<file path="config.mk">
export PLATFORM = sky130hd
export DESIGN_NAME = irst_ctrl
export DESIGN_NICKNAME = d
export VERILOG_FILES = /design/src/rtl/irst_ctrl_pkg.sv /design/src/rtl/irst_regfile.sv /design/src/rtl/irst_ctrl.sv
export SDC_FILE = /design/constraint.sdc
export NUM_CORES = 1
export LEC_CHECK = 0
export ABC_CLOCK_PERIOD_IN_PS = 3900
export CORE_ASPECT_RATIO = 1.5
export CORE_UTILIZATION = 36
export CTS_CLUSTER_SIZE = 10
export DETAILED_ROUTE_END_ITERATION = 12
export GPL_ROUTABILITY_DRIVEN = 0
export PLACE_DENSITY_LB_ADDON = 0.25
export SETUP_SLACK_MARGIN = 0.5
export SLEW_MARGIN = 10
export SYNTH_ARGS = -nofsm -noshare
export SYNTH_HDL_FRONTEND = slang
export SYNTH_HIERARCHICAL = 1
export SYNTH_SLANG_ARGS = --single-unit
</file>
<file path="constraint.sdc">
create_clock -name clk -period 3.9 [get_ports clk]
set_input_delay 0.585 -clock clk [delete_from_list [all_inputs] [get_ports clk]]
set_output_delay 0.585 -clock clk [all_outputs]
set_load 0.01 [all_outputs]
</file>
<file path="src/rtl/irst_ctrl_pkg.sv">
// Shared definitions for the instruction-reset control unit: register map,
// FSM encoding and the layout of the word driven to the fetch stage.
package irst_ctrl_pkg;

  localparam logic [1:0] IRST_CFG    = 2'd0;
  localparam logic [1:0] IRST_PERIOD = 2'd1;
  localparam logic [1:0] IRST_CMD    = 2'd2;
  localparam logic [1:0] IRST_STATUS = 2'd3;

  typedef enum logic [1:0] {
    ST_IDLE   = 2'd0,
    ST_WAIT   = 2'd1,
    ST_ACTIVE = 2'd2,
    ST_DRAIN  = 2'd3
  } irst_state_e;

  // irst_reg_data field positions, shared with the fetch stage
  localparam int IRST_EN_BIT     = 15;
  localparam int IRST_PCL_HI     = 14;
  localparam int IRST_PCL_LO     = 8;
  localparam int IRST_MIS_HI     = 5;
  localparam int IRST_MIS_LO     = 0;

  // CFG register image, bits [14:0]
  typedef struct packed {
    logic [6:0] pc_limit;
    logic       irq_en;
    logic       periodic;
    logic [5:0] mis_count;
  } irst_cfg_t;

  function automatic logic [15:0] irst_pack(input logic en, input logic [6:0] pc,
                                            input logic [5:0] mis);
    return {en, pc, 2'b00, mis};
  endfunction

endpackage

</file>
<file path="src/rtl/irst_regfile.sv">
// Software-visible registers: CFG and PERIOD storage, CMD decode into
// start/abort pulses, and the combinational read mux.
module irst_regfile
  import irst_ctrl_pkg::*;
#(
  parameter int PERIOD_W = 16
) (
  input  logic                clk,
  input  logic                rst,
  input  logic                cfg_wr_en_i,
  input  logic [1:0]          cfg_addr_i,
  input  logic [15:0]         cfg_wr_data_i,
  output logic [15:0]         cfg_rd_data_o,
  input  logic [7:0]          run_count_i,
  input  logic                abort_pend_i,
  input  irst_state_e         state_i,
  output irst_cfg_t           cfg_o,
  output logic [PERIOD_W-1:0] period_o,
  output logic                start_o,
  output logic                abort_o
);

  irst_cfg_t           cfg_q;
  logic [PERIOD_W-1:0] period_q;
  logic                cmd_wr;

  always_ff @(posedge clk or posedge rst) begin
    if (rst) begin
      cfg_q    <= '0;
      period_q <= '0;
    end else if (cfg_wr_en_i) begin
      if (cfg_addr_i == IRST_CFG)    cfg_q    <= irst_cfg_t'(cfg_wr_data_i[14:0]);
      if (cfg_addr_i == IRST_PERIOD) period_q <= PERIOD_W'(cfg_wr_data_i);
    end
  end

  // Abort dominates a simultaneous start.
  assign cmd_wr  = cfg_wr_en_i && (cfg_addr_i == IRST_CMD);
  assign abort_o = cmd_wr && cfg_wr_data_i[1];
  assign start_o = cmd_wr && cfg_wr_data_i[0] && !cfg_wr_data_i[1];

  always_comb begin
    cfg_rd_data_o = '0;
    case (cfg_addr_i)
      IRST_CFG:    cfg_rd_data_o = {1'b0, cfg_q};
      IRST_PERIOD: cfg_rd_data_o = 16'(period_q);
      IRST_STATUS: cfg_rd_data_o = {run_count_i, 5'b0, abort_pend_i, state_i};
      default:     cfg_rd_data_o = '0;
    endcase
  end

  assign cfg_o    = cfg_q;
  assign period_o = period_q;

endmodule

</file>
<file path="src/rtl/irst_ctrl.sv">
// Instruction-reset sequencer: launches single/periodic runs toward the fetch
// stage, waits for its DONE handshake, counts runs and raises a run interrupt.
module irst_ctrl
  import irst_ctrl_pkg::*;
#(
  parameter int PERIOD_W = 16
) (
  input  logic        clk,
  input  logic        rst,
  input  logic        cfg_wr_en,
  input  logic [1:0]  cfg_addr,
  input  logic [15:0] cfg_wr_data,
  output logic [15:0] cfg_rd_data,
  input  logic        irst_done,
  output logic [15:0] irst_reg_data,
  output logic        irq
);

  irst_cfg_t           cfg;
  logic [PERIOD_W-1:0] period;
  logic                start, abort;

  irst_state_e         state_q, state_d;
  logic [PERIOD_W-1:0] cnt_q, cnt_d;
  logic [6:0]          sh_pc_q, sh_pc_d;
  logic [5:0]          sh_mis_q, sh_mis_d;
  logic [7:0]          run_cnt_q, run_cnt_d;
  logic                abort_pend_q, abort_pend_d;
  logic                irq_q, irq_d;
  logic [15:0]         reg_q, reg_d;

  irst_regfile #(.PERIOD_W(PERIOD_W)) u_regfile (
    .clk          (clk),
    .rst          (rst),
    .cfg_wr_en_i  (cfg_wr_en),
    .cfg_addr_i   (cfg_addr),
    .cfg_wr_data_i(cfg_wr_data),
    .cfg_rd_data_o(cfg_rd_data),
    .run_count_i  (run_cnt_q),
    .abort_pend_i (abort_pend_q),
    .state_i      (state_q),
    .cfg_o        (cfg),
    .period_o     (period),
    .start_o      (start),
    .abort_o      (abort)
  );

  always_ff @(posedge clk or posedge rst) begin
    if (rst) begin
      state_q      <= ST_IDLE;
      cnt_q        <= '0;
      sh_pc_q      <= '0;
      sh_mis_q     <= '0;
      run_cnt_q    <= '0;
      abort_pend_q <= 1'b0;
      irq_q        <= 1'b0;
      reg_q        <= '0;
    end else begin
      state_q      <= state_d;
      cnt_q        <= cnt_d;
      sh_pc_q      <= sh_pc_d;
      sh_mis_q     <= sh_mis_d;
      run_cnt_q    <= run_cnt_d;
      abort_pend_q <= abort_pend_d;
      irq_q        <= irq_d;
      reg_q        <= reg_d;
    end
  end

  always_comb begin
    state_d      = state_q;
    cnt_d        = cnt_q;
    sh_pc_d      = sh_pc_q;
    sh_mis_d     = sh_mis_q;
    run_cnt_d    = run_cnt_q;
    abort_pend_d = abort_pend_q;
    irq_d        = 1'b0;
    case (state_q)
      ST_IDLE: begin
        if (start) begin
          state_d  = ST_ACTIVE;
          sh_pc_d  = cfg.pc_limit;
          sh_mis_d = cfg.mis_count;
        end
      end
      ST_WAIT: begin
        if (abort) begin
          state_d = ST_IDLE;
        end else if (cnt_q == '0) begin
          state_d  = ST_ACTIVE;
          sh_pc_d  = cfg.pc_limit;
          sh_mis_d = cfg.mis_count;
        end else begin
          cnt_d = cnt_q - PERIOD_W'(1);
        end
      end
      ST_ACTIVE: begin
        // An abort cannot cut a run short; it only suppresses the next one.
        if (abort) abort_pend_d = 1'b1;
        if (irst_done) begin
          state_d   = ST_DRAIN;
          run_cnt_d = (run_cnt_q == 8'hFF) ? run_cnt_q : run_cnt_q + 8'd1;
          irq_d     = cfg.irq_en;
        end
      end
      ST_DRAIN: begin
        if (abort) abort_pend_d = 1'b1;
        if (!irst_done) begin
          abort_pend_d = 1'b0;
          if (!cfg.periodic || abort_pend_q || abort) begin
            state_d = ST_IDLE;
          end else begin
            state_d = ST_WAIT;
            cnt_d   = period;
          end
        end
      end
      default: state_d = ST_IDLE;
    endcase
    reg_d = irst_pack(state_d == ST_ACTIVE, sh_pc_d, sh_mis_d);
  end

  assign irst_reg_data = reg_q;
  assign irq           = irq_q;

endmodule

</file>
==> reports/metrics.cfg, run 1 <==
[setup_path]
crit_path_end=cfg_rd_data[11]
setup.worst_path.end_class=output pin
r2r_setup_slack_ns=1.71
reg2reg_depth=7
path_cells=clkdlybuf4s50_1, buf_4, mux2i_1, o2bb2ai_1, clkdlybuf4s50_1
critical-path-slowest-cell=sky130_fd_sc_hd__clkdlybuf4s50_1
arrival_ns=2.34
timing.critical_path.required_ns=3.31
worst-path-max-fanout=19
cpPeakStageDelay_ns=0.49
worst_setup_path_start_kind=input pin
r2r_start=cnt_q[0]
timing.critical_path.mode_cell=sky130_fd_sc_hd__clkdlybuf4s50_1
crit_type=in2out
crit_start=cfg_addr[0]

[finish]
layout-area-overhead-vs-synth_pct=23.8
drive_above_1_share=0.215
postLayoutCoreUtil=0.466
finish.net_count=396
fillerInstances=977
antenna_cells=0

[logic_synthesis]
synth-seq-cells=73
synthesis.area_sq_mm=0.00386
syn_avg_cell_area_sq_um=12.0
ys_seq_area_frac=0.473
synthArstFlopShare=1.00
synth-warning-count=6
netlist_instances=321
distinct_cells_synth=57
synth_enable_flop_cells=0
synth-main-ff-cell=sky130_fd_sc_hd__dfrtp_1

[power]
power.density_mw_per_mm2=661
irDropWorstVdd_v=0.000339
power_uw=3160
power.leakage_uw=0.00208

[hold_path]
worstHoldPathType=reg2reg
holdCritStartpoint=cnt_q[11]

[timing]
drv_slew=0
timing.clock.skew_ns=0.00698
setup_total_negative_slack_ns=0
setup_viol_count_final=0
finalCriticalPeriod_ns=2.92
max_slew_margin=0.437
timing.final.crit_share=0.750
clock.fmax_mhz=342
grt_setup_unrepaired=no
fin_ws_ns=0.975
timing_worst_slew_pin_value_ns=0.840
final_hold_violating_endpoints=0

[cts]
post_cts_resize_count=0
ctsLongestPathBuffers=2
clock_sink_count=73
tritoncts_buffer_count=9
clock_tree.root_cell=sky130_fd_sc_hd__clkbuf_16
clkLatencyLatePin_ns=0.33
postCtsSetupBuffers=0
clk_pin_slew_ns=0.05
ctsHtreeMaxLevel=3
cts_tree=done
post_cts_hold_fix_bufs=0

[route]
drcViolationCount=0
met2_length_mm=4.88
route.layer.met1.wl_mm=3.90
vias=2730
wl_mm=9.31
ant_nets=0
drt-initial-drc-count=187
met3RoutedLength_um=315
routed_wire_per_std_cell_um=18.0
routed_vias_inst=5.27
firstDrtPassIters=6
dr.max_layer_used=met4

[grt]
grt_start_max_net_pins=32
grt_antenna_before_repair=0
grt_first_pass_wirelength_mm=14.8
grt_overflow=0
grt_pass1_vias=2894
gr-usage-all-layers=0.178

[outcome]
run_status=finished, final reports clean

[placement]
dp_slack_ns=0.956
placement.io_buffers=52
dp.final_hpwl_mm=6.58

[floorplan]
floorplan.die_area_sq_mm=0.0111
fp-row-count=45
die-width_um=86.5
coreArea_sq_mm=0.0102
floorplan.initialDensity=0.377
floorplan.die.height_um=129
floorplan.io_pins=55

[run]
max-cap-violations=0

## cells in the mapped netlist, drive strengths merged (2+ instances only)
cell      n  area, sq um
nor3      4         20.0
a21oi    19         98.9
nor2b     4         25.0
and2      3         18.8
and3      3         18.8
nand3     2         10.0
inv       6         22.5
o22ai     2         12.5
clkbuf    6         22.5
ha        2         25.0
nor4      3         33.8
nand2    14         52.6
xnor2     5         43.8
mux2i    17          170
nor3b     5         65.1
and4      2         18.8
o31a      2         17.5
mux2     45          616
dfrtp    73         1830
o2bb2ai  13          114
buf      13          126
a22oi     3         22.5
xor2      2         17.5
nor2     23         88.8
nand3b    4         42.5
a21o      3         25.0
o21ai    17         85.1
a211oi    2         15.0
o21a      3         22.5
a31oi     3         18.8
nand4     5         46.3
## metal layers
layer  GRT usage  vias up
li1            -     1282
met5           0        -
met3      0.0398       16
met4      0.0863        0
met1       0.208     1370
met2       0.306       62
## report_power, final
part	switching (uW)	internal [uW]	total, uW
combinational	449	554	1000
clock	312	576	889
sequential	267	997	1260
total	1030	2130	3160
## per-stage QoR
stage / cells / hold WS [ns] / cell area (sq um)
6_report: 518 / 0.489 / 4780
5_1_grt: 518 / 0.508 / 4780
4_1_cts: 518 / 0.496 / 4780
3_5_place_dp: 502 / 0.479 / 4460
3_3_place_gp: 502 / 0.481 / 4460
2_1_floorplan: 322 / 0.457 / 3860
## cells in the final DEF, fill, tap and decap left out, drive strengths merged, types with 6 or more instances in the layout
cell type,count
dfrtp,73
clkdlybuf4s50,52
mux2,45
nor2,23
a21oi,19
o21ai,17
mux2i,17
nand2,14
o2bb2ai,13
clkbuf,11
buf,6
## area by class of cell
class / count / area (sq um) / area share
clock buffer: 11 / 243 / 0.0508
clock inverter: 5 / 78.8 / 0.0165
inverter: 6 / 22.5 / 0.00471
multi-input combinational: 224 / 1860 / 0.390
sequential: 73 / 1830 / 0.382
tap: 141 / 176 / 0.0369
timing repair buffer: 58 / 566 / 0.118
## worst min-delay path by stage
stage	end	cells past startpoint
after detailed placement	cnt_q[11]	1
final	cnt_q[11]	1
after floorplan	cnt_q[11]	1
after global placement	cnt_q[11]	1
after CTS	cnt_q[11]	1
after global routing	cnt_q[11]	1
## worst max-delay path, delay by kind of cell
kind	cells	cell delay (ns)
AOI/OAI and AO/OA	1	0.11
muxes	1	0.32
buffers and inverters	3	1.32
## cell families (layout without fill, tap and decap cells)
family                   Yosys count  after routing  share of synthesized area
flip-flops                        73             73                      0.473
XOR/XNOR                           7              7                     0.0159
multiplexers                      62             62                      0.204
AO/OA/AOI/OAI                     74             74                      0.130
AND/OR/NAND/NOR                   77             77                      0.125
buffers and inverters             25             80                     0.0444
adder cells (fa/ha/maj)            2              2                    0.00648
other                              1              2                   0.000972
(Power assumes the default switching activity.)
==> inputs of run 2 (changes only) <==
--- a/config.mk
+++ b/config.mk
@@ -5,7 +5,7 @@
 export SDC_FILE = /design/constraint.sdc
 export NUM_CORES = 1
 export LEC_CHECK = 0
-export ABC_CLOCK_PERIOD_IN_PS = 3900
+export ABC_CLOCK_PERIOD_IN_PS = 3000
 export CORE_ASPECT_RATIO = 1.5
 export CORE_UTILIZATION = 36
 export CTS_CLUSTER_SIZE = 10
==> constraint.sdc (replaced) <==
create_clock -name clk -period 3 [get_ports clk]
set_input_delay 0.45 -clock clk [delete_from_list [all_inputs] [get_ports clk]]
set_output_delay 0.45 -clock clk [all_outputs]
set_load 0.01 [all_outputs]
==> reports/metrics.cfg, run 2 (synthesis gave the netlist of run 1 again) <==
[outcome]
run_status=finished, final reports clean

[cts]
ctsLongestPathBuffers=2  ; unchanged
post_cts_hold_fix_bufs=0  ; unchanged
ctsHtreeMaxLevel=3  ; unchanged
clk_pin_slew_ns=0.06  ; about the same
clock_tree.root_cell=sky130_fd_sc_hd__clkbuf_16
cts_tree=done
postCtsSetupBuffers=0  ; unchanged
tritoncts_buffer_count=9  ; unchanged
clock_sink_count=73  ; unchanged
clkLatencyLatePin_ns=0.34  ; about the same

[route]
drt-initial-drc-count=110  ; -41%
routed_wire_per_std_cell_um=17.7  ; -1.6%
vias=2725  ; -0.18%
routed_vias_inst=5.23  ; -0.76%
wl_mm=9.21  ; -1.1%
drcViolationCount=0  ; unchanged
ant_nets=0  ; unchanged
firstDrtPassIters=4  ; -2

[power]
power.density_mw_per_mm2=854  ; +29%
irDropWorstVdd_v=0.000400  ; +18%
power.leakage_uw=0.00215  ; +3.6%

[finish]
final_cell_mix=sky130_fd_sc_hd__dfrtp_1, sky130_fd_sc_hd__clkdlybuf4s50_1, sky130_fd_sc_hd__mux2_4
antenna_cells=0  ; unchanged
drive_above_1_share=0.229  ; +0.0141
layout-area-overhead-vs-synth_pct=25.6
postLayoutCoreUtil=0.473  ; +0.00672
finish.net_count=399  ; +0.76%
mostFrequentLayoutCell=sky130_fd_sc_hd__dfrtp_1
fillerInstances=971  ; -0.61%
post-route-cell-area_sq_mm=0.00485  ; +1.4%

[floorplan]
floorplan.die.height_um=129  ; unchanged
fp-row-count=45  ; unchanged
floorplan.io_pins=55  ; unchanged
die-width_um=86.5  ; unchanged
floorplan.initialDensity=0.377  ; unchanged
floorplan.die_area_sq_mm=0.0111  ; unchanged
coreArea_sq_mm=0.0102  ; unchanged

[grt]
gr-usage-all-layers=0.184  ; +0.00570
grt_pass1_vias=2881  ; -0.45%
grt_overflow=0  ; unchanged
grt_start_max_net_pins=43  ; +34%
grt_antenna_before_repair=0  ; unchanged
grt_first_pass_wirelength_mm=15.3  ; +3.4%

[setup_path]
worst-path-max-fanout=16  ; -3
arrival_ns=1.96  ; -0.38 ns
setup.worst_path.end_class=output pin
crit_type=in2out
timing.critical_path.required_ns=2.55  ; -0.76 ns
worst_setup_path_start_kind=input pin

[placement]
dp_slack_ns=0.309  ; -0.647 ns
placement.io_buffers=52  ; unchanged
placedInstanceArea_sq_mm=0.00449  ; +0.79%
dp.final_hpwl_mm=6.54  ; -0.71%

[timing]
setup_viol_count_final=0  ; unchanged
timing.clock.skew_ns=0.0106  ; +0.00358 ns
max_slew_margin=0.551  ; +0.114
grt_setup_unrepaired=no
timing.final.crit_share=0.802
setup_total_negative_slack_ns=0  ; unchanged
holdWs_ns=0.516  ; +0.0271 ns
fin_ws_ns=0.593  ; -0.382 ns
clock.fmax_mhz=416
drv_slew=0  ; unchanged
timing_worst_slew_pin_value_ns=0.672  ; -0.167 ns
finalCriticalPeriod_ns=2.41
final_hold_violating_endpoints=0  ; unchanged

[hold_path]
worstHoldPathType=reg2reg

[run]
max-cap-violations=0  ; unchanged

## run 2: where the power goes
part           internal, uW  switching (uW)
Clock                   770             408
Combinational           730             581
Sequential             1300             352
Total                  2800            1340
## run 2: final cells by class
class	count	area, sq um	share of cell area
Sequential cell	73	1830	0.377
Inverter	6	22.5	0.00465
Clock inverter	5	77.6	0.0160
Tap cell	141	176	0.0364
Multi-Input combinational cell	224	1880	0.387
Timing Repair Buffer	61	613	0.127
Clock buffer	11	253	0.0522
## run 2: final timing paths
check,from,slack [ns],cells past startpoint,endpoint
max,cfg_addr[0],0.59,5,cfg_rd_data[11]
min,flop,0.52,1,flop
max reg2reg,cnt_q[0],0.78,7,flop
min reg2reg,flop,0.52,1,flop
max in group asynchronous,rst,1.98,3,state_q[0]
min in group asynchronous,rst,0.54,3,u_regfile/cfg_o[7]
## run 2: per-stage QoR
step | std cells | power, uW
2_1_floorplan | 322 | 2440
3_3_place_gp | 505 | 2940
3_5_place_dp | 505 | 2970
4_1_cts | 521 | 4170
5_1_grt | 521 | 4380
6_report | 521 | 4140
## run 2: layer usage
layer | global-route usage | part of all wire
met5 | 0 | 0
met4 | 0.111 | 0.042
met2 | 0.314 | 0.52
met1 | 0.215 | 0.41
met3 | 0.0295 | 0.029
## run 2: critical path, stage by stage
cell	delay (ns)
sky130_fd_sc_hd__dlygate4sd2_1	0.36
sky130_fd_sc_hd__buf_12	0.22
sky130_fd_sc_hd__mux2i_2	0.32
sky130_fd_sc_hd__o2bb2ai_1	0.11
sky130_fd_sc_hd__clkdlybuf4s50_1	0.48
## run 2: repair_timing
action | in CTS | in global routing
resized for setup | 4 | 6
hold endpoints to repair | 0 | 0
pin swaps | 0 | 0
setup endpoints to repair | 15 | 10
gates cloned | 0 | 0
==> inputs of run 3 (changes only) <==
--- a/config.mk
+++ b/config.mk
@@ -5,7 +5,7 @@
 export SDC_FILE = /design/constraint.sdc
 export NUM_CORES = 1
 export LEC_CHECK = 0
-export ABC_CLOCK_PERIOD_IN_PS = 3000
+export ABC_CLOCK_PERIOD_IN_PS = 2100
 export CORE_ASPECT_RATIO = 1.5
 export CORE_UTILIZATION = 36
 export CTS_CLUSTER_SIZE = 10
==> constraint.sdc (replaced) <==
create_clock -name clk -period 2.1 [get_ports clk]
set_input_delay 0.315 -clock clk [delete_from_list [all_inputs] [get_ports clk]]
set_output_delay 0.315 -clock clk [all_outputs]
set_load 0.01 [all_outputs]
==> reports/metrics.cfg, run 3 (synthesis gave the netlist of run 1 again) <==
[timing]
fin_ws_ns=0.277  ; -0.316 ns
setup_viol_count_final=0  ; unchanged
timing.final.crit_share=0.868
grt_setup_unrepaired=yes
drv_slew=0  ; unchanged
max_slew_margin=0.549  ; -0.00135
holdWs_ns=0.371  ; -0.145 ns
timing_worst_slew_pin_value_ns=0.675  ; +0.00203 ns
finalCriticalPeriod_ns=1.82
final_hold_violating_endpoints=0  ; unchanged
clock.fmax_mhz=549
timing.clock.skew_ns=0.00686  ; -0.00370 ns

[finish]
layout-area-overhead-vs-synth_pct=46.6
drive_above_1_share=0.446  ; +0.217
final_cell_mix=sky130_fd_sc_hd__dfrtp_1, sky130_fd_sc_hd__buf_4, sky130_fd_sc_hd__mux2_4
register_area_sq_mm=0.00183  ; +0.21%
mostFrequentLayoutCell=sky130_fd_sc_hd__dfrtp_1
fin_cells=587  ; +13%
finish.net_count=466  ; +17%
area_of_the_multi_input_gates_sq_mm=0.00210  ; +12%
antenna_cells=0  ; unchanged
fillerInstances=885  ; -8.9%
post-route-cell-area_sq_mm=0.00566  ; +17%

[floorplan]
floorplan.io_pins=55  ; unchanged
floorplan.initialDensity=0.377  ; unchanged
die-width_um=86.5  ; unchanged
coreArea_sq_mm=0.0102  ; unchanged
fp-row-count=45  ; unchanged
floorplan.die.height_um=129  ; unchanged
floorplan.die_area_sq_mm=0.0111  ; unchanged

[placement]
place_inst=526  ; +4.2%
placement.io_buffers=52  ; unchanged
placedInstanceArea_sq_mm=0.00473  ; +5.4%
dp.final_hpwl_mm=6.93  ; +6.1%
dp_slack_ns=-0.291  ; -0.600 ns

[setup_path]
worst_path_dominant_cell_family=simple AND/OR/NAND/NOR gates
critical_path_cell_count=5  ; unchanged
timing.critical_path.required_ns=2.32  ; -0.23 ns
crit_start=cnt_q[12]
number_of_buffers_and_inverters_on_the_critical_path=1  ; -2
cpPeakStageDelay_ns=0.59  ; +0.11 ns
worst_setup_path_start_kind=flop
r2r_setup_slack_ns=0.28  ; -0.50 ns
setup.worst_path.end_class=flop
worst-path-max-fanout=6  ; -10
r2r_start=cnt_q[12]
critical-path-slowest-cell=sky130_fd_sc_hd__or4_4
crit_type=reg2reg
path_cells=or4_4, nor2_4, a22o_4, buf_12, mux2_4
reg2reg_depth=5  ; -2
arrival_ns=2.04  ; +0.08 ns

[power]
irDropWorstVdd_v=0.000665  ; +66%
power.leakage_uw=0.00255  ; +18%
power_uw=6770  ; +64%
power.density_mw_per_mm2=1200  ; +40%

[cts]
clock_tree.root_cell=sky130_fd_sc_hd__clkbuf_16
cts_tree=done
post_cts_hold_fix_bufs=0  ; unchanged
clock_sink_count=73  ; unchanged
clk_pin_slew_ns=0.06  ; about the same
clkLatencyLatePin_ns=0.34  ; about the same
ctsHtreeMaxLevel=3  ; unchanged
ctsLongestPathBuffers=2  ; unchanged
tritoncts_buffer_count=9  ; unchanged

[grt]
grt_overflow=0  ; unchanged
gr-usage-all-layers=0.208  ; +0.0241
grt_pass1_vias=3128  ; +8.6%
grt_antenna_before_repair=0  ; unchanged
grt_start_max_net_pins=43  ; unchanged
grt_first_pass_wirelength_mm=17.0  ; +12%

[route]
vias=3026  ; +11%
firstDrtPassIters=5  ; +1
routed_wire_per_std_cell_um=18.8  ; +6.3%
routed_vias_inst=5.16  ; -1.4%
drt-initial-drc-count=116  ; +5.5%
drcViolationCount=0  ; unchanged
wl_mm=11.0  ; +20%
ant_nets=0  ; unchanged

[outcome]
run_status=finished, final reports clean

[hold_path]
worstHoldPathType=in2async

[run]
max-cap-violations=0  ; unchanged

-- run 3: cell count changes in the layout (fill, tap and decap cells not counted), moves of 7 or more --
cell / before / now
sky130_fd_sc_hd__buf_4: 7 / 57
sky130_fd_sc_hd__clkdlybuf4s50_1: 47 / 31
sky130_fd_sc_hd__o21ai_0: 17 / 4
sky130_fd_sc_hd__a21oi_1: 18 / 8
sky130_fd_sc_hd__clkdlybuf4s15_1: 0 / 8
sky130_fd_sc_hd__a21oi_2: 1 / 8
sky130_fd_sc_hd__o21ai_2: 0 / 7
-- run 3: final cells by class --
class | instances | area share
clock inverters | 3 | 0.00708
well taps | 141 | 0.0312
multi-input cells | 224 | 0.372
inverters | 6 | 0.00398
flip-flops and latches | 73 | 0.324
repair buffers | 128 | 0.217
clock buffers | 12 | 0.0453
-- run 3: worst min-delay path by stage --
stage / to / slack [ns] / depth (start not counted)
6_report: asynchronous set/reset pin / 0.37 / 3
5_1_grt: asynchronous set/reset pin / 0.42 / 3
4_1_cts: asynchronous set/reset pin / 0.39 / 3
3_5_place_dp: cnt_q[11] / 0.48 / 1
3_3_place_gp: cnt_q[11] / 0.49 / 1
2_1_floorplan: u_regfile/cfg_o[0] / 0.42 / 1
-- run 3: worst min-delay path: cells and delay by family --
kind,cells,cell delay (ns)
buffers and inverters,3,0.76
-- run 3: repair_timing --
action,in CTS,in global routing
setup buffers,23,20
cloned,1,2
setup endpoints to repair,84,48
gates resized for setup,74,38
hold endpoints to repair,0,0
pin swaps,16,9
-- run 3: per-layer routing --
metal,global-route usage,share of wire,up-vias
li1,-,-,1417
met1,0.244,0.41,1514
met2,0.369,0.53,68
met3,0.0218,0.032,27
met4,0.112,0.027,0
met5,0,0,-
-- run 3: stage by stage --
step | TNS, ns | util
2_1_floorplan | 0 | -
3_3_place_gp | -5.92 | 0.462
3_5_place_dp | -6.93 | 0.462
4_1_cts | 0 | 0.528
5_1_grt | 0 | 0.552
6_report | 0 | 0.552
-- run 3: where the power goes --
part | internal, uW | switching, uW | total (uW)
clock | 974 | 566 | 1540
sequential | 1860 | 450 | 2310
combinational | 1630 | 1290 | 2920
total | 4460 | 2310 | 6770
